--- src/rtl/ram2_ctrl.sv ---
// ram2_ctrl: single-port asynchronous SRAM controller shared by an
// instruction-fetch port and a data port. Data accesses win over fetches.
// Each access is fully sequenced (read, or setup/pulse/hold write) and
// finishes with a one-cycle ACK state that pulses the matching ack.
module ram2_ctrl #(
    parameter int ADDR_W      = 20,
    parameter int WAIT_CYCLES = 1
) (
    input  logic              clk,
    input  logic              rst,
    // instruction fetch port
    input  logic              if_req,
    input  logic [31:0]       if_addr,
    output logic [31:0]       inst,
    output logic              if_ack,
    // data port
    input  logic              mem_req,
    input  logic              mem_we,
    input  logic [31:0]       mem_addr,
    input  logic [31:0]       mem_wdata,
    output logic [31:0]       mem_rdata,
    output logic              mem_ack,
    // pipeline
    output logic              stall_req,
    // SRAM side
    output logic [ADDR_W-1:0] ram_addr,
    output logic [31:0]       ram_wdata,
    input  logic [31:0]       ram_rdata,
    output logic              ram_data_oe,
    output logic              ram_ce_n,
    output logic              ram_oe_n,
    output logic              ram_we_n
);

    typedef enum logic [2:0] {
        IDLE,
        RD,
        WR_SETUP,
        WR_PULSE,
        WR_HOLD,
        ACK
    } state_t;

    // Counter value on the final cycle of a RD or WR_PULSE phase.
    localparam logic [3:0] LAST_CNT = 4'(WAIT_CYCLES);

    state_t              state_q, state_d;
    logic [3:0]          cnt_q, cnt_d;
    logic [ADDR_W-1:0]   addr_q, addr_d;
    logic [31:0]         wdata_q, wdata_d;
    logic                fetch_q, fetch_d;
    logic [31:0]         inst_q, inst_d;
    logic [31:0]         mem_rdata_q, mem_rdata_d;

    // Byte-address bits above the SRAM word range and the byte offset are
    // deliberately dropped so addresses wrap; fold them into a sink signal.
    generate
        if (ADDR_W < 30) begin : g_unused_hi
            logic unused_addr_bits;
            assign unused_addr_bits = ^{if_addr[31:ADDR_W+2], mem_addr[31:ADDR_W+2],
                                        if_addr[1:0], mem_addr[1:0]};
        end else begin : g_unused_lo
            logic unused_addr_bits;
            assign unused_addr_bits = ^{if_addr[1:0], mem_addr[1:0]};
        end
    endgenerate

    // State register and access latches; reset aborts any access in flight.
    always_ff @(posedge clk or negedge rst) begin
        if (!rst) begin
            state_q     <= IDLE;
            cnt_q       <= 4'd0;
            addr_q      <= '0;
            wdata_q     <= 32'd0;
            fetch_q     <= 1'b0;
            inst_q      <= 32'd0;
            mem_rdata_q <= 32'd0;
        end else begin
            state_q     <= state_d;
            cnt_q       <= cnt_d;
            addr_q      <= addr_d;
            wdata_q     <= wdata_d;
            fetch_q     <= fetch_d;
            inst_q      <= inst_d;
            mem_rdata_q <= mem_rdata_d;
        end
    end

    // Next-state logic: arbitration in IDLE, wait counting in RD/WR_PULSE.
    always_comb begin
        state_d     = state_q;
        cnt_d       = cnt_q;
        addr_d      = addr_q;
        wdata_d     = wdata_q;
        fetch_d     = fetch_q;
        inst_d      = inst_q;
        mem_rdata_d = mem_rdata_q;
        case (state_q)
            IDLE: begin
                cnt_d = 4'd0;
                if (mem_req) begin
                    addr_d  = mem_addr[ADDR_W+1:2];
                    wdata_d = mem_wdata;
                    fetch_d = 1'b0;
                    state_d = mem_we ? WR_SETUP : RD;
                end else if (if_req) begin
                    addr_d  = if_addr[ADDR_W+1:2];
                    fetch_d = 1'b1;
                    state_d = RD;
                end
            end
            RD: begin
                if (cnt_q == LAST_CNT) begin
                    cnt_d = 4'd0;
                    if (fetch_q) begin
                        inst_d = ram_rdata;
                    end else begin
                        mem_rdata_d = ram_rdata;
                    end
                    state_d = ACK;
                end else begin
                    cnt_d = cnt_q + 4'd1;
                end
            end
            WR_SETUP: begin
                cnt_d   = 4'd0;
                state_d = WR_PULSE;
            end
            WR_PULSE: begin
                if (cnt_q == LAST_CNT) begin
                    cnt_d   = 4'd0;
                    state_d = WR_HOLD;
                end else begin
                    cnt_d = cnt_q + 4'd1;
                end
            end
            WR_HOLD: begin
                state_d = ACK;
            end
            ACK: begin
                state_d = IDLE;
            end
            default: begin
                state_d = IDLE;
            end
        endcase
    end

    // Strobe and ack decode from the registered state; we_n and oe_n are
    // asserted in disjoint states so they can never overlap.
    always_comb begin
        ram_ce_n    = 1'b1;
        ram_oe_n    = 1'b1;
        ram_we_n    = 1'b1;
        ram_data_oe = 1'b0;
        if_ack      = 1'b0;
        mem_ack     = 1'b0;
        case (state_q)
            RD: begin
                ram_ce_n = 1'b0;
                ram_oe_n = 1'b0;
            end
            WR_SETUP, WR_HOLD: begin
                ram_ce_n    = 1'b0;
                ram_data_oe = 1'b1;
            end
            WR_PULSE: begin
                ram_ce_n    = 1'b0;
                ram_we_n    = 1'b0;
                ram_data_oe = 1'b1;
            end
            ACK: begin
                if_ack  = fetch_q;
                mem_ack = ~fetch_q;
            end
            default: begin
            end
        endcase
    end

    assign ram_addr  = addr_q;
    assign ram_wdata = wdata_q;
    assign inst      = inst_q;
    assign mem_rdata = mem_rdata_q;
    assign stall_req = (mem_req & ~mem_ack) | (if_req & ~if_ack);

endmodule

--- config.mk ---
export PLATFORM = sky130hd
export DESIGN_NAME = ram2_ctrl
export DESIGN_NICKNAME = d
export VERILOG_FILES = /design/src/rtl/ram2_ctrl.sv
export SDC_FILE = /design/constraint.sdc
export NUM_CORES = 1
export LEC_CHECK = 0
export CAP_MARGIN = 20
export CORE_MARGIN = 2
export CORE_UTILIZATION = 35
export CTS_BUF_LIST = sky130_fd_sc_hd__clkbuf_8 sky130_fd_sc_hd__clkbuf_16
export DETAILED_ROUTE_END_ITERATION = 8
export GPL_ROUTABILITY_DRIVEN = 1
export GPL_TIMING_DRIVEN = 0
export PLACE_DENSITY = 0.77
export REMOVE_ABC_BUFFERS = 1
export SLEW_MARGIN = 20
export SYNTH_ARGS = -nofsm -noshare
export SYNTH_HDL_FRONTEND = slang
export SYNTH_SLANG_ARGS = --single-unit
--- constraint.sdc ---
create_clock -name clk -period 1.6 [get_ports clk]
set_input_delay 0.16 -clock clk [delete_from_list [all_inputs] [get_ports clk]]
set_output_delay 0.16 -clock clk [all_outputs]
set_load 0.05 [all_outputs]
Yosys cells after proc, flatten, opt, wreduce, memory -nomap -nowiden
Cells that the tools add are included.
Widths: inputs -> output; s select.
{"block": "word_totals", "input_bits": 133, "ff_bits": 124, "word_cells": 53, "output_inout_bits": 123}
{"block": "op_classes", "add_sub_neg": 1, "n_mux": 18, "bitwise_logic": 6, "eq_ne": 9, "reduce_logical": 12}
{"op": "$mux 20", "count": 2}
{"op": "$pmux 3 s5", "count": 1}
{"op": "$mux 3", "count": 4}
{"op": "$reduce_and 3->1", "count": 3}
{"op": "$mux 1", "count": 8}
{"op": "$pmux 4 s2", "count": 1}
{"op": "$eq 3x2->1 const B", "count": 2}
{"op": "$eq 3x3->1 const B", "count": 2}
{"op": "$add 4x1->4 const B", "count": 1}
{"op": "$eq 4x1->1 const B", "count": 1}
{"op": "$mux 4", "count": 1}
{"op": "$ne 2x2->1 const B", "count": 2}
{"op": "$reduce_and 2->1", "count": 2}
{"op": "$reduce_bool 2->1", "count": 2}
{"op": "$reduce_or 2->1", "count": 2}
{"op": "$reduce_or 4->1", "count": 1}
{"op": "$eq 3x1->1 const B", "count": 1}
{"op": "$logic_not 3->1", "count": 1}
{"op": "$ne 3x3->1 const B", "count": 1}
{"op": "$not 1->1", "count": 3}
{"op": "$reduce_or 3->1", "count": 1}
{"op": "$and 1x1->1", "count": 2}
{"op": "$mux 2", "count": 1}
{"op": "$or 1x1->1", "count": 1}

Depth between registers and ports, before layout
{"block": "logic_depth", "depth_word": 5, "mapped_depth": 5, "mapped_depth_nobuf": 3}

Worst setup path before layout
No wires, ideal clock.
{"block": "synth_timing", "kind": "flip-flop to output port", "startpoint": "register state_q[2]", "endpoint": "output ram_ce_n", "path_buffers": 1, "slack_ps": -888, "stages_incl_launch_ff": 4, "arrival_ps": 2328, "required_ps": 1440, "path_cell_list": "dfrtp_1 clkbuf_1 o21ai_0 a21oi_1"}
{"block": "synth_between", "elab_chain_cells": 3}
{"item": "from (decl)", "line": "47", "rtl": "state_t state_q, state_d;"}
{"item": "from (signal assigned)", "line": "79", "rtl": "state_q <= state_d;"}
{"item": "$eq 3x2->1 (tied with other cells)", "line": "158", "rtl": "case (state_q)"}
{"item": "$reduce_or 4->1 (no source line) *"}
{"item": "$mux 1 *", "line": "158"}
{"item": "to (decl)", "line": "30", "rtl": "output logic ram_ce_n,"}
Every way passes the cells marked *; elsewhere a longest branch is shown, timed or not.

Final worst setup path
{"block": "layout_timing", "startpoint": "register state_q[1]", "endpoint": "register mem_rdata_q[15], in the netlist mem_rdata[15]"}
{"block": "layout_between", "elab_chain_cells": 2}
{"item": "$eq 3x1->1", "line": "98", "rtl": "case (state_q)"}
{"item": "$reduce_and 3->1 (no source line)"}
{"item": "to (signal assigned)", "line": "85", "rtl": "mem_rdata_q <= mem_rdata_d;"}
{"item": "to (decl)", "line": "53", "rtl": "logic [31:0] mem_rdata_q, mem_rdata_d;"}
No other way between the ends.
A chain may end at the register's enable or synchronous reset.

==> summary.txt <==
Via Count: 3,677
WP buf/inv: 2
Post-route setup TNS: -20.38 ns
Total CTS buffers: 17
Die width: 124 microns
Final Instance Area: 0.00842 sq mm
Clk buf depth: 2
FF/Latch Area: 0.00311 sq mm
Antenna diode count: 0
Dpl cells: 725
Synthesized area: 0.00502 sq mm
WP data required: 1.88 ns
Global-route wire length before repair: 20,200 microns
Most common cell after layout, fill and taps aside: dfrtp_1
Post-synthesis sequential element count: 124
Yosys cell types: 29
Final worst path period need: 1.83 ns
Critical path capture point type: flop
Pre-antenna DRT Iters: 4
Area share of the largest cell type after synthesis: 0.619
# clock sinks: 124
CTS H-tree lvls: 4
Arrival @ worst endpoint: 2.11 ns
Highest-count cells in the layout ignoring fill and taps: dfrtp_1 (120), dlygate4sd2_1 (116), clkdlybuf4s50_1 (106), mux2_2 (102), mux2_4 (32)
Slew headroom: 0.557
Global placement routability congestion: 0.762
Pint: 11.4 mW
Root Driver: clkbuf_16
Combined area of the multi-input logic cells: 0.00199 sq mm
Mapped Cells: 325
Via density: 4.71
Vias in the first global route: 4,072
Warnings, synthesis: 0
Comb power frac: 0.571
Max cap viols: 0
Layout cell share with drive strength beyond 1: 0.364
Failing checks: negative setup slack
Critical Path Start Type: flop
Starting DRT DRC Count: 79
Fillers: 1,118
Layout area overhead: 67.9%
Ports: 256
Largest area contributor in the netlist: dfrtp_1
Layout Skew: 0.00481 ns
Total core area: 0.0139 sq mm
Initial Util: 0.360
Dpl hpwl: 9590 microns
PnR worst setup slack: -0.232 ns
Drt total wl: 13,700 microns
Sequential area share after synthesis: 0.619
Largest net degree at the start of global routing: 73
Die H: 124 microns
CTS tree: yes
Beginning of the critical path: state_q[1]
Clock network latency to the later pin of the worst-skew pair: 0.41 ns
Port bufs: 231
Initial antenna violation count: 0
Worst-case vdd ir drop: 1550 uV
CP Cell Sequence: or3b_4 -> nor3b_4 -> buf_6 -> buf_12 -> mux2_4
DRT antenna net count: 0
RSZ-0062 raised after global routing: yes
CTS clk-pin slew, worst paths: 0.05 ns
Final setup fails: 124
CP max stage cell: dfrtp_2
Synthesized area per cell: 15.4 sq um
Gr usage total: 0.176
Row cnt: 43
Grt ovf: 0
R2r startpoint: state_q[1]
Final Hold Vio Count: 0
Critical Path Max Stage Delay: 0.42 ns
Utilization after layout: 0.604
Sw Ratio: 0.468
Status: complete, but fails checks
Post-DP Area: 0.00756 sq mm
Die area: 0.0153 sq mm
Min-delay worst type: input pin to async pin
Final max-slew violation count: 0
Tightest Pin Transition: 0.665 ns
Max Fanout on Critical Path: 11
Leakage: 3.81 nW
NetSw: 10.1 mW
Final period util: 1.15
Residual DRC: 0
Synth top area cells: dfrtp_1 (62%), mux2_2 (29%), mux2_1 (1.3%), buf_2 (0.90%), o21ai_0 (0.80%)
Max Clk Rate: 546 MHz
Final cell count without fillers: 781
Delay-heaviest family, CP: simple AND/OR/NAND/NOR gates
Final net count: 723
Seq pwr share: 0.258
WL/cell: 17.5 microns
Clock power frac: 0.170
Crit Path Class: flop to flop
Pwr Density: 2550 mW/mm^2
==> cells by family (layout without fill, tap and decap cells) <==
family / Yosys count / after routing / share of synthesized area
muxes: 136 / 136 / 0.305
DFF: 124 / 124 / 0.619
and+or+nand+nor: 31 / 32 / 0.0374
buffers and inverters: 20 / 295 / 0.0217
AOI/OAI and AO/OA: 14 / 14 / 0.0170
==> power groups by stage <==
| stage | clock network, mW | registers, mW | logic [mW] |
|---|---|---|---|
| 6_report | 3.67 | 5.56 | 12.3 |
| 5_1_grt | 3.89 | 5.77 | 12.8 |
| 4_1_cts | 3.76 | 5.57 | 11.9 |
| 3_5_place_dp | 0 | 5.69 | 12.3 |
| 3_3_place_gp | 0 | 5.56 | 12.1 |
| 2_1_floorplan | 0 | 10.9 | 2.66 |
==> what timing repair did <==
action                                  in CTS  in global routing
cloned                                       0                  2
hold buffers                                 1                  0
pin swaps                                    3                  5
endpoints found under the hold margin       71                  0
gates resized for setup                    197                 34
setup buffers                               14                  9
endpoints found under the setup margin     241                126
==> flip-flops by register name, indices dropped and copies added (netlist names) <==
signal     flops
cnt_q          4
ram_addr      20
state_q        3
fetch_q        1
mem_rdata     32
inst          32
ram_wdata     32
==> area by class of cell <==
cell class	instances	share of cell area
Clock buffer	20	0.0554
Sequential cell	124	0.369
Timing Repair Buffer	262	0.299
Clock inverter	10	0.0120
Multi-Input combinational cell	182	0.237
Inverter	3	0.00134
Tap cell	180	0.0267
==> worst paths after layout <==
path / endpoint / cells after the start / slack [ns]
max in group asynchronous: mem_rdata[6] / 3 / 0.56
min in group clk: ram_wdata[12] / 2 / 0.37
min reg2reg: ram_addr[12] / 1 / 0.49
min: ram_wdata[24] / 2 / 0.35
max reg2reg: mem_rdata[15] / 5 / -0.23
max: mem_rdata[15] / 5 / -0.23
==> synth_stat cells <==
cell and count:
nand3b_1 1, nor3_1 1, nor3b_4 1, dfrtp_1 124, and2_0 1, nand2b_1 1, nand4_1 1, a22o_1 1
mux2_1 6, o311ai_0 1, or4b_2 1, and2_1 1, o211ai_1 1, clkbuf_1 5, a21oi_1 2, nand3_1 4
mux2_2 130, nor2_1 6, nand2_1 7, buf_6 3, nor3b_1 1, or3b_2 1, inv_1 3, o21ai_0 8
or3b_1 1, nor2b_1 2, o211a_1 1, buf_2 9, nor4b_2 1
==> through the flow <==
stage / power (mW) / setup slack, ns / hold slack, ns
2_1_floorplan: 13.5 / -1.04 / -0.136
3_3_place_gp: 17.7 / -4.24 / 0.468
3_5_place_dp: 18.0 / -1.10 / 0.229
4_1_cts: 21.2 / -0.249 / 0.343
5_1_grt: 22.5 / -0.289 / 0.350
6_report: 21.5 / -0.232 / 0.345
==> layer usage <==
layer	global-route usage	up-vias	part of all wire
met5	0	-	0
met4	0.0732	0	0.026
met3	0.0719	27	0.067
met2	0.313	116	0.53
met1	0.183	1845	0.38
li1	-	1689	-
No activity file was read; power rests on OpenSTA's default activity.
